## src/rtl/atom_pkg.sv

```systemverilog
// atom_pkg: constants shared by the Atom fetch front end.
package atom_pkg;

  // Canonical NOP (addi x0, x0, 0); shown on the instruction outputs out of reset.
  localparam logic [31:0] NOP_INSTR        = 32'h0000_0013;

  // First fetch address after reset unless the instantiation overrides it.
  localparam logic [31:0] DEFAULT_RESET_PC = 32'h0001_0000;

  // Sequential fetch stride in bytes.
  localparam logic [31:0] PC_INC           = 32'd4;

endpackage

```

## src/rtl/fetch_buffer.sv

```systemverilog
// fetch_buffer: synchronous prefetch FIFO of {pc, instruction} entries.
// Flush has priority over push and pop. Pointers wrap modulo DEPTH, and
// DEPTH must be a power of two.
module fetch_buffer
  import atom_pkg::*;
#(
  parameter int DEPTH = 2,
  parameter int AW    = 32,
  localparam int EW   = AW + 32,
  localparam int PW   = $clog2(DEPTH)
) (
  input  logic          clk_i,
  input  logic          rst_i,
  input  logic          push_i,
  input  logic          pop_i,
  input  logic          flush_i,
  input  logic [EW-1:0] push_data_i,
  output logic          full_o,
  output logic          empty_o,
  output logic [PW:0]   count_o,
  output logic [EW-1:0] head_o
);

  logic [EW-1:0] r_mem [DEPTH];
  logic [PW-1:0] r_wr_ptr;
  logic [PW-1:0] r_rd_ptr;
  logic [PW:0]   r_count;
  logic          w_do_push;
  logic          w_do_pop;

  // Overflowing or underflowing the storage is never allowed, even if the caller misbehaves.
  assign w_do_push = push_i & ~full_o;
  assign w_do_pop  = pop_i & ~empty_o;

  assign full_o  = (r_count == (PW+1)'(DEPTH));
  assign empty_o = (r_count == '0);
  assign count_o = r_count;
  assign head_o  = r_mem[r_rd_ptr];

  // Pointer, occupancy and storage update; flush empties the buffer in one cycle.
  always_ff @(posedge clk_i or negedge rst_i) begin
    if (!rst_i) begin
      r_wr_ptr <= '0;
      r_rd_ptr <= '0;
      r_count  <= '0;
      for (int i = 0; i < DEPTH; i++) begin
        r_mem[i] <= {{AW{1'b0}}, NOP_INSTR};
      end
    end else if (flush_i) begin
      r_wr_ptr <= '0;
      r_rd_ptr <= '0;
      r_count  <= '0;
    end else begin
      if (w_do_push) begin
        r_mem[r_wr_ptr] <= push_data_i;
        r_wr_ptr        <= r_wr_ptr + PW'(1);
      end
      if (w_do_pop) begin
        r_rd_ptr <= r_rd_ptr + PW'(1);
      end
      case ({w_do_push, w_do_pop})
        2'b10:   r_count <= r_count + (PW+1)'(1);
        2'b01:   r_count <= r_count - (PW+1)'(1);
        default: r_count <= r_count;
      endcase
    end
  end

endmodule

```

## src/rtl/fetch_unit.sv

```systemverilog
// fetch_unit: instruction fetch front end with a req/ack memory port, a
// prefetch buffer and a redirect port.
// Optional build macro FETCH_STALL_CNT_EN adds stall_cnt_o, a saturating
// count of cycles where decode was ready but no instruction was valid.
//
// Handshakes:
//   imem: imem_req_o/imem_addr_o are held stable from the cycle the request
//     rises until the cycle imem_ack_i is seen high (ack may come in the
//     request's first cycle). A request is never withdrawn.
//   decode: the head transfers on a cycle where instr_valid_o && instr_ready_i
//     and jump_en_i is low; instr_* are stable while valid and not consumed.
module fetch_unit
  import atom_pkg::*;
#(
  parameter int                    ADDR_WIDTH     = 32,
  parameter logic [ADDR_WIDTH-1:0] RESET_PC       = ADDR_WIDTH'(DEFAULT_RESET_PC),
  parameter int                    PREFETCH_DEPTH = 2
) (
  input  logic                  clk_i,
  input  logic                  rst_i,
  input  logic                  hlt_i,
  input  logic                  jump_en_i,
  input  logic [ADDR_WIDTH-1:0] jump_addr_i,
  output logic                  imem_req_o,
  output logic [ADDR_WIDTH-1:0] imem_addr_o,
  input  logic                  imem_ack_i,
  input  logic [31:0]           imem_data_i,
  output logic                  instr_valid_o,
  output logic [31:0]           instr_o,
  output logic [ADDR_WIDTH-1:0] instr_pc_o,
  input  logic                  instr_ready_i,
`ifdef FETCH_STALL_CNT_EN
  output logic [31:0]           stall_cnt_o,
`endif
  output logic [ADDR_WIDTH-1:0] fetch_pc_o
);

  localparam int CW = $clog2(PREFETCH_DEPTH) + 1;

  logic                   r_req;
  logic [ADDR_WIDTH-1:0]  r_req_addr;
  logic [ADDR_WIDTH-1:0]  r_fetch_pc;
  logic                   r_discard;

  logic                   w_ack;
  logic                   w_req_busy;
  logic                   w_push;
  logic                   w_pop;
  logic                   w_full;
  logic                   w_empty;
  logic [CW-1:0]          w_count;
  logic [CW:0]            w_occ;
  logic                   w_slot_ok;
  logic                   w_issue;
  logic                   w_discard_nxt;
  logic [ADDR_WIDTH-1:0]  w_jump_pc;
  logic [ADDR_WIDTH-1:0]  w_fetch_pc_nxt;
  logic [ADDR_WIDTH+31:0] w_head;
  logic                   w_unused_jump_lsb;

  // Redirect targets are halfword aligned; bit 0 is dropped.
  assign w_jump_pc         = {jump_addr_i[ADDR_WIDTH-1:1], 1'b0};
  assign w_unused_jump_lsb = jump_addr_i[0];

  // Transaction bookkeeping: an ack only counts while a request is outstanding.
  assign w_ack      = r_req & imem_ack_i;
  assign w_req_busy = r_req & ~imem_ack_i;

  // Redirect wins over push, pop and the PC increment.
  assign w_push = w_ack & ~r_discard & ~jump_en_i & ~w_full;
  assign w_pop  = instr_valid_o & instr_ready_i & ~jump_en_i;

  // A request still open after a redirect must have its response thrown away.
  assign w_discard_nxt = jump_en_i ? w_req_busy : (r_discard & w_req_busy);

  // Occupancy after this edge; a new request needs a free slot reserved for its data.
  assign w_occ     = {1'b0, w_count} + {{CW{1'b0}}, w_push} - {{CW{1'b0}}, w_pop};
  assign w_slot_ok = jump_en_i | (w_occ < (CW+1)'(PREFETCH_DEPTH));

  // Back-to-back issue is allowed in the ack cycle so zero-wait memory sustains 1/cycle.
  assign w_issue = ~hlt_i & ~w_req_busy & ~r_discard & w_slot_ok;

  assign w_fetch_pc_nxt = jump_en_i ? w_jump_pc :
                          w_push    ? r_fetch_pc + ADDR_WIDTH'(PC_INC) :
                                      r_fetch_pc;

  // Request, address, PC and discard state.
  always_ff @(posedge clk_i or negedge rst_i) begin
    if (!rst_i) begin
      r_req      <= 1'b0;
      r_req_addr <= '0;
      r_fetch_pc <= RESET_PC;
      r_discard  <= 1'b0;
    end else begin
      r_req      <= w_issue | w_req_busy;
      r_fetch_pc <= w_fetch_pc_nxt;
      r_discard  <= w_discard_nxt;
      if (w_issue) begin
        r_req_addr <= w_fetch_pc_nxt;
      end
    end
  end

  fetch_buffer #(
    .DEPTH (PREFETCH_DEPTH),
    .AW    (ADDR_WIDTH)
  ) u_buf (
    .clk_i       (clk_i),
    .rst_i       (rst_i),
    .push_i      (w_push),
    .pop_i       (w_pop),
    .flush_i     (jump_en_i),
    .push_data_i ({r_req_addr, imem_data_i}),
    .full_o      (w_full),
    .empty_o     (w_empty),
    .count_o     (w_count),
    .head_o      (w_head)
  );

  assign imem_req_o    = r_req;
  assign imem_addr_o   = r_req_addr;
  assign instr_valid_o = ~w_empty;
  assign instr_pc_o    = w_head[ADDR_WIDTH+31:32];
  assign instr_o       = w_head[31:0];
  assign fetch_pc_o    = r_fetch_pc;

`ifdef FETCH_STALL_CNT_EN
  logic [31:0] r_stall_cnt;

  // Count decode-starved cycles, saturating at all ones; redirect cycles are excluded.
  always_ff @(posedge clk_i or negedge rst_i) begin
    if (!rst_i) begin
      r_stall_cnt <= '0;
    end else if (instr_ready_i && !instr_valid_o && !jump_en_i && (r_stall_cnt != 32'hFFFF_FFFF)) begin
      r_stall_cnt <= r_stall_cnt + 32'd1;
    end
  end

  assign stall_cnt_o = r_stall_cnt;
`endif

endmodule
```

## config.mk

```make
export PLATFORM = sky130hd
export DESIGN_NAME = fetch_unit
export DESIGN_NICKNAME = d
export VERILOG_FILES = /design/src/rtl/atom_pkg.sv /design/src/rtl/fetch_buffer.sv /design/src/rtl/fetch_unit.sv
export SDC_FILE = /design/constraint.sdc
export NUM_CORES = 1
export LEC_CHECK = 0
export CAP_MARGIN = 20
export CORE_UTILIZATION = 44
export CTS_CLUSTER_DIAMETER = 120
export DETAILED_ROUTE_END_ITERATION = 6
export PLACE_DENSITY = 0.71
export SYNTH_ARGS = -nofsm -noshare
export SYNTH_HDL_FRONTEND = slang
export SYNTH_HIERARCHICAL = 1
export SYNTH_SLANG_ARGS = --single-unit
```

## constraint.sdc

```tcl
create_clock -name clk_i -period 4.5 [get_ports clk_i]
set_input_delay 0.45 -clock clk_i [delete_from_list [all_inputs] [get_ports clk_i]]
set_output_delay 0.45 -clock clk_i [all_outputs]
set_load 0.03 [all_outputs]
```

* Word-level counts from Yosys, hierarchy flattened *
Cells that the tools add are included.

cells by class
  $add $sub $neg = 7
  multiply operators = 0
  divide/modulo/power cells = 0
  magnitude comparators = 4
  eq/ne operators = 3
  shift operators = 0
  mux-type cells = 15
  bitwise operators = 24
  reduce and logical (&&, ||, !) cells = 6

operators by type and width
  kind                                                        count
  2-to-1 mux 64 bit                                           4
  bitwise mux 128 bit                                         1
  demux 64 bit (select 1 bit)                                 1
  2-to-1 mux 32 bit                                           2
  adder 32 x 3 -> 32 bit, second input constant               1
  bitwise AND 1 bit                                           13
  inverter 1 bit                                              7
  2-to-1 mux 1 bit                                            5
  == test 2 bit, second input constant                        2
  >= comparator 2 bit, second input constant                  2
  inverter 1 -> 2 bit                                         2
  one-hot mux 2 bit (2 select lines)                          1
  nonzero test 2 bit                                          2
  adder 2 x 1 -> 3 bit                                        1
  less-than comparator 3 x 2 -> 1 bit, second input constant  1
  nonzero test 3 bit                                          1
  subtractor 3 x 1 -> 3 bit                                   1
  adder 1 bit, second input constant                          2
  adder 2 x 1 -> 2 bit, second input constant                 1
  == test 2 x 1 -> 1 bit, second input constant               1
  zero test 2 bit                                             1
  less-than comparator 2 x 1 -> 1 bit, second input constant  1
  2-to-1 mux 2 bit                                            1
  OR 1 bit                                                    2
  other kinds (3)                                             3

word-level totals
  bits in registers = 198
  bits in latches = 0
  RAM bits = 0
  bits in read-only memories = 0
  input port bits = 70
  output and inout port bits = 130
  logic and storage cells = 68
  memories kept = 0

* Logic depth before layout (Yosys ltp) *
Gate-level depths: netlist of run 1.

  word-level depth = 10
  depth in mapped cells = 14
  gate-level depth less buffers = 10

* Modules after synthesis *
Netlist of run 1, hierarchy kept.

by module, submodules not included
  module        instances  cells an instance  area an instance (um^2)  seq. area each (um^2)
  fetch_buffer  1          364                5964.5                   3310.7
  fetch_unit    1          323                3363.2                   1652.8

* Worst setup path after synthesis of run 1 *
No wires, ideal clock.

  kind = input to register
  start point = input jump_en_i
  end point = register r_req_addr[10] (netlist: imem_addr_o[10])
  library setup time = 0.125 ns
  arrival time = 3.201 ns
  data required time = 4.375 ns
  slack = 1.174 ns
  stages on the path = 12
  path buffers = 4
  path through = buf_2 > clkbuf_1 > clkbuf_1 > nor3b_1 > ha_1 > nor3_1 > fa_1 > xnor2_1 > nor2_1 > o21ai_0 > clkbuf_1 > mux2_2

between the ends
  elaborated cells on any way between the ends = 11
  classes of those cells = 2 x add/sub; 1 x order compare; 2 x mux; 6 x bitwise

RTL lines
  item                                 RTL line          RTL
  start, declared                      fetch_unit.sv:22  input logic jump_en_i,
  inverter 1 bit (no source line)      n/a
  bitwise AND 1 bit                    fetch_unit.sv:71  assign w_pop = instr_valid_o & instr_ready_i & ~jump_en_i;
  named net w_pop                      fetch_unit.sv:48  logic w_pop;
  subtractor 3 x 1 -> 3 bit            fetch_unit.sv:77  assign w_occ = {1'b0, w_count} + {{CW{1'b0}}, w_push} - {{CW{1'b0}}, w_pop};
  less-than comparator 3 x 2 -> 1 bit  fetch_unit.sv:78  assign w_slot_ok = jump_en_i | (w_occ < (CW+1)'(PREFETCH_DEPTH));
  OR 1 bit                             fetch_unit.sv:78
  bitwise AND 1 bit                    fetch_unit.sv:81  assign w_issue = ~hlt_i & ~w_req_busy & ~r_discard & w_slot_ok;
  end signal, assigned                 fetch_unit.sv:99  r_req_addr <= w_fetch_pc_nxt;
  end, declared                        fetch_unit.sv:41  logic [ADDR_WIDTH-1:0] r_req_addr;

The timed path passes the listed nets, and every way through them passes these cells.
A chain may end at the register's enable or synchronous reset.

* Worst setup path after layout of run 1 *
  start point = register u_buf.r_count[0] (netlist: u_buf/count_o[0])
  end point = register r_req_addr[13] (netlist: imem_addr_o[13])

between the ends
  cells in the longest elaborated chain, start to end = 8
  elaborated cells on any way between the ends = 14
  classes of those cells = 2 x add/sub; 1 x order compare; 1 x eq/ne; 2 x mux; 7 x bitwise; 1 x reduce/logical

RTL lines
  item                                 RTL line            RTL
  start, declared                      fetch_buffer.sv:27  logic [PW:0] r_count;
  start signal, assigned               fetch_buffer.sv:62  2'b10: r_count <= r_count + (PW+1)'(1);
  start signal, assigned               fetch_buffer.sv:63  2'b01: r_count <= r_count - (PW+1)'(1);
  start signal, assigned               fetch_buffer.sv:64  default: r_count <= r_count;
  zero test 2 bit                      fetch_buffer.sv:36  assign empty_o = (r_count == '0);
  named net w_empty                    fetch_unit.sv:50    logic w_empty;
  inverter 1 bit                       fetch_unit.sv:122   assign instr_valid_o = ~w_empty;
  bitwise AND 1 bit (2 in a row)       fetch_unit.sv:71
  named net w_pop                      fetch_unit.sv:48
  subtractor 3 x 1 -> 3 bit            fetch_unit.sv:77
  less-than comparator 3 x 2 -> 1 bit  fetch_unit.sv:78
  OR 1 bit                             fetch_unit.sv:78
  bitwise AND 1 bit                    fetch_unit.sv:81

The timed path passes the listed nets, and every way through them passes these cells.

==> metrics.txt, run 1 <==
multi-input logic area 4120 um^2; fraction of layout cells with a size suffix above 1 30.1%; status complete, no violations; actual slew at the worst max-slew pin 1090 ps; Primary FF master, synth dfrtp_1; largest net degree at the start of global routing 103; critical-path maximum fanout 21; Cell variety after synth 55; Syn. warnings 6; FMAX 282 MHz; number of global-route vias before repair 6220; sequential share of the synthesized area 53.2%; Avg Cell Area, Syn 13.6 um^2; core area 20500 um^2; R2R cell count 10; Final ANT Viol Nets 0; reg2reg start u_buf/count_o[0]$_DFFE_PN0P_; post-CTS sizing 0; cell row count 52; root buf cell clkbuf_16; fin. max-slew vios 0; Total Wirelength 22.0 mm; Filler Cell Count 1702; Inserted Clock Buffers 17; clock-pin slew on the worst setup and hold paths 70 ps; CTS tree done; final net count 951; Clk pwr share 22.6%; CP max stage delay 580 ps; cell mode on critical path nor2_1; RSZ-0062 raised after global routing no; die width 148 um; gr usage total 21.0%; Register Area 4960 um^2; Pint 4.20 mW; CP Buf/Inv Count 1; R2R Setup Slk 950 ps; GRT Residual Overflow 0; overall power 6.45 mW; initial antenna violation count 1; Net Sw Frac 34.9%; CTS Hold Bufs 0; NetSw 2.25 mW; Min-Delay Path Class primary input to asynchronous set/reset pin; largest family of logic cells by synthesized area multiplexers; worst r2r dst imem_addr_o[13]$_DFFE_PN0P_; I/O pin cnt 200; sequential share of power 39.4%; crit path max-delay cell type nor3b_1; final critical-path required period 3550 ps; wire per inst 18.9 um; most common cell after layout, fill and taps aside clkdlybuf4s50_1; vias 6183; critical path cell sequence nor2_1, nor3b_1, ha_1, nor3_1, fa_1, xnor2_1, nor2_1, o21ai_4, buf_4, mux2_2; Critical Path Source Type register; post-synthesis cell count 687; HPWL Detailed 14.7 mm; critical path arrival 3860 ps; pwr dens 532 nW/um^2; peak supply drop 0.000277 V; async set or reset register ratio after synthesis 100%; flops & latches, synth 198; post-synthesis adder-cell area fraction 0.483%; Synth-to-Final Area Change 29.9%; worst skew pair latency 430 ps; Mapped Nets 760; xor/xnor share of the synthesized area 2.35%; Final setup viols 0; PortBufs 198; Worst Skew 12.3 ps; Mapped Area 9330 um^2; GPL Wtd Cong 0.826; Synth Area in Compound Gates 3.43%; max_slew headroom 27.7%; Max Cap Violations 0; CTS sink count 198; TNS Setup 0 ps; post-synthesis mux area share 29.1%; initial DRC count 333; die footprint 21800 um^2; Post-CTS Setup Bufs 0; Post-synth EDFFs 0; Tcrit/Tclk final 78.9%; Crit path required time 4810 ps; Initial Util 45.5%; Longest Clk Path Bufs 2; Leak Pwr 5.29 nW; Logic pwr share 38.0%; final hold violation count 0; DRC 0; H-tree depth 4; first-pass GRT wire length 35.3 mm; delay-heaviest family, CP simple AND/OR/NAND/NOR gates; commonest non-fill, non-tap cells in the layout clkdlybuf4s50_1 (196), dfrtp_1 (190), mux2_2 (145); drt first pass iters 4; vias per std cell 5.32; simple-gate share of the synthesized area 8.64%; type of destination of the critical path register; die height 148 um; WS Path Type register to register
area by class of cell:
class                      count  area share, %
antenna                        1         0.0207
clock buffer                  19           3.66
multi-input combinational    435           34.0
tap                          270           2.79
inverter                      19          0.589
clock inverter                13          0.909
sequential                   198           41.0
timing repair buffer         207           17.1
per-stage QoR:
stage / std cells / util, % / cell area [um^2] / hold slack (ps) / worst slack, ps
after floorplan: 687 / - / 9330 / 154 / 1170
after global placement: 1129 / 56.4 / 11600 / 463 / 702
after detailed placement: 1129 / 56.4 / 11600 / 476 / 627
after CTS: 1161 / 59.1 / 12100 / 118 / 962
after global routing: 1162 / 59.1 / 12100 / 133 / 622
final: 1162 / 59.1 / 12100 / 73.1 / 949
Yosys cell counts, drive strengths merged, types with 2 or more instances:
library cell  count  area, um^2
clkbuf           19        72.6
nor3b             3        27.5
o21ai            18        90.1
or3               2        17.5
a21oi             4        20.0
nand4bb           2        38.8
mux2            210        2590
nand2b            3        18.8
o211ai            8        60.1
xnor2            19         166
nor4             12        96.3
a32oi             4        35.0
and4              5        43.8
nor2b             7        46.3
or4b              2        20.0
mux2i            12         120
and4bb            2        25.0
nor3             10        50.1
and3              5        31.3
dfstp             7         184
inv              19        71.3
nor2             14        52.6
nand2            35         131
nand3            18        90.1
o31a              5        43.8
ha                2        25.0
nand4            10        62.6
dfrtp           191        4780
xor2              6        52.6
buf              16         120
and2              2        12.5
o31ai             4        30.0
power groups by stage:
stage	sequential [mW]	clock (mW)	combinational (mW)
6_report	2.54	1.46	2.45
5_1_grt	2.60	1.57	2.58
4_1_cts	2.54	1.50	2.47
3_5_place_dp	2.57	0	2.46
3_3_place_gp	2.55	0	2.44
2_1_floorplan	2.67	0	1.34
per-layer routing:
metal / global-route usage (%) / wire (um) / up-vias
met5: 0 / 0 / -
met4: 7.06 / 538 / 0
met3: 5.03 / 1240 / 27
met2: 31.0 / 9920 / 172
met1: 30.1 / 10300 / 3122
li1: - / - / 2862
registers in the layout (all words and copies together) (netlist names):
register        cells
u_buf/r_mem       128
fetch_pc_o         32
imem_addr_o        32
u_buf/count_o       2
imem_req_o          1
r_discard           1
u_buf/r_rd_ptr      1
u_buf/r_wr_ptr      1
cells by family after synthesis:
group	Yosys count
XOR/XNOR	25
AND/OR/NAND/NOR	137
AO/OA/AOI/OAI	48
adder cells (fa/ha/maj)	3
multiplexers	222
flip-flops	198
buffers and inverters	54
how the worst max path moves through the flow:
stage                                             from                           to  slack [ps]  cells past startpoint
after detailed placement                 instr_ready_i   imem_addr_o[1]$_DFFE_PN0P_         630                     10
after global routing      u_buf/count_o[1]$_DFFE_PN0P_  imem_addr_o[13]$_DFFE_PN0P_         620                     10
after CTS                 u_buf/count_o[1]$_DFFE_PN0P_  imem_addr_o[20]$_DFFE_PN0P_         960                     10
after floorplan                              jump_en_i  imem_addr_o[10]$_DFFE_PN0P_        1170                     12
final                     u_buf/count_o[0]$_DFFE_PN0P_  imem_addr_o[13]$_DFFE_PN0P_         950                     10
after global placement                   instr_ready_i   imem_addr_o[0]$_DFFE_PN0P_         700                     10
No activity file was read; power rests on OpenSTA's default activity.
==> inputs of run 2 (changes only) <==
--- a/config.mk
+++ b/config.mk
@@ -9,7 +9,7 @@
 export CORE_UTILIZATION = 44
 export CTS_CLUSTER_DIAMETER = 120
 export DETAILED_ROUTE_END_ITERATION = 6
-export PLACE_DENSITY = 0.71
+export PLACE_DENSITY = 0.73
 export SYNTH_ARGS = -nofsm -noshare
 export SYNTH_HDL_FRONTEND = slang
 export SYNTH_HIERARCHICAL = 1
==> constraint.sdc (replaced) <==
create_clock -name clk_i -period 3.13 [get_ports clk_i]
set_input_delay 0.313 -clock clk_i [delete_from_list [all_inputs] [get_ports clk_i]]
set_output_delay 0.313 -clock clk_i [all_outputs]
set_load 0.03 [all_outputs]
==> run 2 against run 1 <==
First-iteration DRC count decreased by 4.2%. Utilization grew 0.60 points. Sequential share of layout area down 0.39 points. Combinational power is 45% higher. Largest cell class unchanged. Largest power group unchanged. Highest routed layer unchanged. Sequential power is 43% higher. Clock skew is essentially flat. Final cell count increased by 0.69%. Setup slack worse by 630 ps.
==> metrics.txt, run 2 (synthesis results as in run 1) <==
PortBufs 198; reg2reg start u_buf/count_o[1]$_DFFE_PN0P_; WS Path Type register to register; initial antenna violation count 0; GPL Wtd Cong 0.843; die height 148 um; H-tree depth 4; max FFs per register 128; CP max stage delay 510 ps; first-pass GRT wire length 36.1 mm; final net count 960; Register Area 4970 um^2; antenna fix cells 0; Max Cap Violations 0; worst setup path start u_buf/count_o[1]$_DFFE_PN0P_; HPWL Detailed 14.8 mm; Largest Register u_buf/r_mem; vias per std cell 5.28; wire per inst 19.0 um; commonest non-fill, non-tap cells in the layout clkdlybuf4s50_1 (196), dfrtp_1 (190), mux2_2 (145); CTS tree done; I/O pin cnt 200; FMAX 356 MHz; Initial Util 45.5%; GRT Residual Overflow 0; critical-path maximum fanout 38; Tcrit/Tclk final 89.9%; Crit path required time 3440 ps; critical path arrival 3120 ps; worst r2r dst imem_addr_o[13]$_DFFE_PN0P_; DRC 0; max_slew headroom 55.5%; Leak Pwr 5.35 nW; fin util 59.7%; pwr dens 757 nW/um^2; CTS sink count 198; Post-DP Area 11700 um^2; drt first pass iters 4; R2R Setup Slk 320 ps; Inserted Clock Buffers 17; Worst Skew 12.3 ps; final hold violation count 0; status complete, no violations; multi-input logic area 4120 um^2; core area 20500 um^2; Longest Clk Path Bufs 2; gr usage total 21.4%; Filler Cell Count 1703; TNS Setup 0 ps; Min-Delay Path Class primary input to register; initial DRC count 319; die width 148 um; Critical path destination imem_addr_o[13]$_DFFE_PN0P_; root buf cell clkbuf_16; Final setup viols 0; number of global-route vias before repair 6381; fraction of layout cells with a size suffix above 1 30.2%; cell row count 52; R2R cell count 8; largest net degree at the start of global routing 79; peak supply drop 0.000362 V; crit path max-delay cell type nor2b_2; worst skew pair latency 430 ps; Synth-to-Final Area Change 31.2%; die footprint 21800 um^2; Final ANT Viol Nets 0; RSZ-0062 raised after global routing no; actual slew at the worst max-slew pin 668 ps; type of destination of the critical path register; critical path cell sequence nor2b_2, nor3_1, fa_1, xnor2_1, nor2_1, o21ai_4, buf_4, mux2_2; Post-CTS Setup Bufs 0; most common cell after layout, fill and taps aside clkdlybuf4s50_1; fin area 12200 um^2; final critical-path required period 2810 ps; Critical Path Source Type register; clock-pin slew on the worst setup and hold paths 70 ps; Total Wirelength 22.2 mm; vias 6175; fin. max-slew vios 0
## run 2: cell count changes in the layout (fill, tap and decap cells not counted), moves of 2 or more
cell | previous run | this run
buf_12 | 2 | 7
buf_4 | 7 | 10
clkbuf_1 | 1 | 6
inv_6 | 7 | 2
inv_8 | 2 | 0
## run 2: layout make-up
type	instances	area share (%)
sequential	198	40.6
multi-input combinational	435	33.7
timing repair buffer	216	18.0
clock buffer	24	3.77
tap	270	2.76
clock inverter	8	0.634
inverter	19	0.583
## run 2: worst max-delay path, delay by kind of cell (launching register included)
| kind | cells | cell delay (ps) |
|---|---|---|
| compound gates | 1 | 120 |
| simple gates | 3 | 740 |
| buf+inv | 1 | 430 |
| mux | 1 | 390 |
| xor+xnor | 1 | 140 |
| flops | 1 | 470 |
| fa+ha+maj | 1 | 400 |
## run 2: power by group
group,switching (mW),internal [mW],total [mW]
Combinational,1.78,1.77,3.55
Sequential,0.429,3.21,3.64
Clock,0.953,1.12,2.08
## run 2: what timing repair did
| action | 4_1_cts | 5_1_grt |
|---|---|---|
| hold buffers | 1 | 0 |
| hold endpoints to repair | 74 | 0 |
| resized for setup | 0 | 0 |
## run 2: stage by stage
| stage | instances | power, mW | setup slack [ps] | hold WS (ps) |
|---|---|---|---|---|
| 2_1_floorplan | 687 | 5.77 | 77.0 | 17.4 |
| 3_3_place_gp | 1137 | 7.18 | 214 | 404 |
| 3_5_place_dp | 1137 | 7.24 | 200 | 397 |
| 4_1_cts | 1170 | 9.35 | 306 | 210 |
| 5_1_grt | 1170 | 9.71 | 78.1 | 227 |
| 6_report | 1170 | 9.27 | 318 | 225 |
## run 2: worst min-delay path by stage
stage / start / slack, ps / cells after the start / to
global route: jump_en_i / 230 / 2 / u_buf/r_rd_ptr$_DFFE_PN0P_
global placement: rst_i / 400 / 1 / u_buf/r_mem[24]$_DFFE_PN0P_
floorplan: rst_i / 20 / 0 / fetch_pc_o[0]$_DFF_PN0_
detailed placement: rst_i / 400 / 1 / u_buf/r_mem[26]$_DFFE_PN0P_
CTS: jump_en_i / 210 / 2 / u_buf/r_rd_ptr$_DFFE_PN0P_
finish: jump_en_i / 230 / 2 / u_buf/r_rd_ptr$_DFFE_PN0P_
## run 2: routing by layer
| metal | global-route usage [%] | share of wire [%] |
|---|---|---|
| met2 | 33.8 | 47 |
| met1 | 29.8 | 47 |
| met3 | 4.23 | 4.1 |
| met5 | 0 | 0 |
| met4 | 6.55 | 1.5 |
==> inputs of run 3 (changes only) <==
--- a/config.mk
+++ b/config.mk
@@ -9,7 +9,9 @@
 export CORE_UTILIZATION = 44
 export CTS_CLUSTER_DIAMETER = 120
 export DETAILED_ROUTE_END_ITERATION = 6
+export GPL_TIMING_DRIVEN = 0
 export PLACE_DENSITY = 0.73
+export SKIP_CTS_REPAIR_TIMING = 1
 export SYNTH_ARGS = -nofsm -noshare
 export SYNTH_HDL_FRONTEND = slang
 export SYNTH_HIERARCHICAL = 1
==> constraint.sdc (replaced) <==
create_clock -name clk_i -period 2.5 [get_ports clk_i]
set_input_delay 0.25 -clock clk_i [delete_from_list [all_inputs] [get_ports clk_i]]
set_output_delay 0.25 -clock clk_i [all_outputs]
set_load 0.03 [all_outputs]
==> run 3 against run 2 <==
The flow now finishes with violations (setup timing). Count of clock-buffer cells in the layout fell by 7. Clock power rose by 27%. Sequential power rose by 26%. First-iteration DRC count rose by 0.63%. Combinational power rose by 29%. Global-route usage rose by 0.34 points. Critical endpoint is now imem_addr_o[22]$_DFFE_PN0P_.
==> metrics.txt, run 3 (synthesis results as in run 1) <==
max_slew headroom 49.1%; core area 20500 um^2; CTS sink count 198; H-tree depth 4; wire per inst 19.9 um; final critical-path required period 2660 ps; gr usage total 21.7%; delay-heaviest family, CP simple AND/OR/NAND/NOR gates; GPL Wtd Cong 0.840; type of destination of the critical path register; Crit path required time 2850 ps; Longest Clk Path Bufs 2; cell row count 52; most common cell after layout, fill and taps aside dfrtp_1; Max Cap Violations 0; Total Wirelength 23.9 mm; CP Buf/Inv Count 1; commonest non-fill, non-tap cells in the layout dfrtp_1 (189), clkdlybuf4s50_1 (146), mux2_2 (130); HPWL Detailed 16.3 mm; worst skew pair latency 430 ps; drt first pass iters 5; peak supply drop 0.000567 V; initial antenna violation count 0; antenna fix cells 0; die footprint 21800 um^2; failing checks setup timing; root buf cell clkbuf_16; Worst Skew 11.4 ps; first-pass GRT wire length 36.2 mm; Min-Delay Path Class primary input to register; initial DRC count 321; DRC 0; largest net degree at the start of global routing 105; WS Path Type register to register; Final WS setup -158 ps; Tcrit/Tclk final 106%; critical path arrival 3000 ps; pwr dens 919 nW/um^2; die width 148 um; vias 6380; GRT Residual Overflow 0; critical-path maximum fanout 10; die height 148 um; Initial Util 45.5%; PortBufs 198; clock-pin slew on the worst setup and hold paths 80 ps; fraction of layout cells with a size suffix above 1 34.8%; Inserted Clock Buffers 17; CP max stage delay 490 ps; vias per std cell 5.31; final net count 992; cell mode on critical path nor2_4; number of global-route vias before repair 6326; Final ANT Viol Nets 0; final hold violation count 0; I/O pin cnt 200; Filler Cell Count 1602; RSZ-0062 raised after global routing yes; Final setup viols 32; max FFs per register 128; fin util 62.6%; Critical Path Source Type register; fin. max-slew vios 0; actual slew at the worst max-slew pin 763 ps; critical path cell sequence nor2_4, nor3b_4, ha_1, nor3_2, fa_2, nor2_4, o21ai_4, or2_4, buf_8, o211ai_1; TNS Setup -2930 ps; status finished, violations left; FMAX 376 MHz; CTS tree done; Leak Pwr 6.20 nW; crit path max-delay cell type fa_2; Largest Register u_buf/r_mem; Synth-to-Final Area Change 37.6%
[run 3: cell count changes in the layout (fill, tap and decap cells not counted), moves of 6 or more]
cell             before  now
buf_12                7    1
buf_2                 1    7
buf_6                 0    8
buf_8                 0    6
clkdlybuf4s50_1     196  146
dlymetal6s2s_1        0   50
mux2_2              145  130
mux2_4               60   75
nand2_1              35   29
[run 3: final cells by class]
cell class	count	area, um^2	share of cell area (%)
plain buffers	35	307	2.39
clock buffers	17	425	3.31
clock inverters	15	140	1.09
inverters	19	71.3	0.556
multi-input cells	435	4300	33.5
flip-flops and latches	198	4970	38.7
well taps	270	338	2.63
repair buffers	213	2290	17.8
[run 3: worst paths after layout]
kind	endpoint	startpoint	cells after the start	slack [ps]
hold / removal	u_buf/count_o[0]$_DFFE_PN0P_	jump_en_i	2	110
setup / recovery	imem_addr_o[22]$_DFFE_PN0P_	u_buf/count_o[0]$_DFFE_PN0P_	10	-160
setup reg to reg	imem_addr_o[22]$_DFFE_PN0P_	u_buf/count_o[0]$_DFFE_PN0P_	10	-160
min in group asynchronous	u_buf/r_mem[26]$_DFFE_PN0P_	rst_i	2	470
hold reg to reg	u_buf/r_mem[94]$_DFFE_PN0P_	u_buf/r_mem[94]$_DFFE_PN0P_	1	490
max in group asynchronous	u_buf/count_o[1]$_DFFE_PN0P_	rst_i	3	1060
[run 3: power breakdown]
group / internal, mW / switching [mW] / total [mW]
Clock: 1.32 / 1.33 / 2.65
Combinational: 2.27 / 2.29 / 4.57
Sequential: 4.02 / 0.564 / 4.58
Total: 7.62 / 4.18 / 11.8
[run 3: worst register-to-register path: cells and delay by family (launching register included)]
kind	cells	cell delay [ps]
DFF	1	470
AOI/OAI and AO/OA	2	280
adders and majority gates	2	770
and+or+nand+nor	5	900
buffers and inverters	1	150
[run 3: layer usage]
layer	wire length (um)	share of wire [%]	global-route usage (%)	vias up
met5	0	0	0	-
met4	573	2.4	6.96	0
met3	1180	4.9	4.60	32
met2	11000	46	33.6	209
met1	11100	47	30.5	3203
li1	-	-	-	2936
[run 3: metrics by stage]
stage | hold slack [ps] | cells | area, um^2 | setup WS (ps) | power, mW
4_1_cts | -104 | 1188 | 12300 | -1060 | 11.8
3_3_place_gp | 464 | 1155 | 11700 | -7310 | 9.02
2_1_floorplan | -45.6 | 687 | 9410 | -88.0 | 7.24
5_1_grt | 107 | 1202 | 12800 | -261 | 12.3
6_report | 106 | 1202 | 12800 | -158 | 11.8
3_5_place_dp | 358 | 1156 | 11800 | -1510 | 9.11
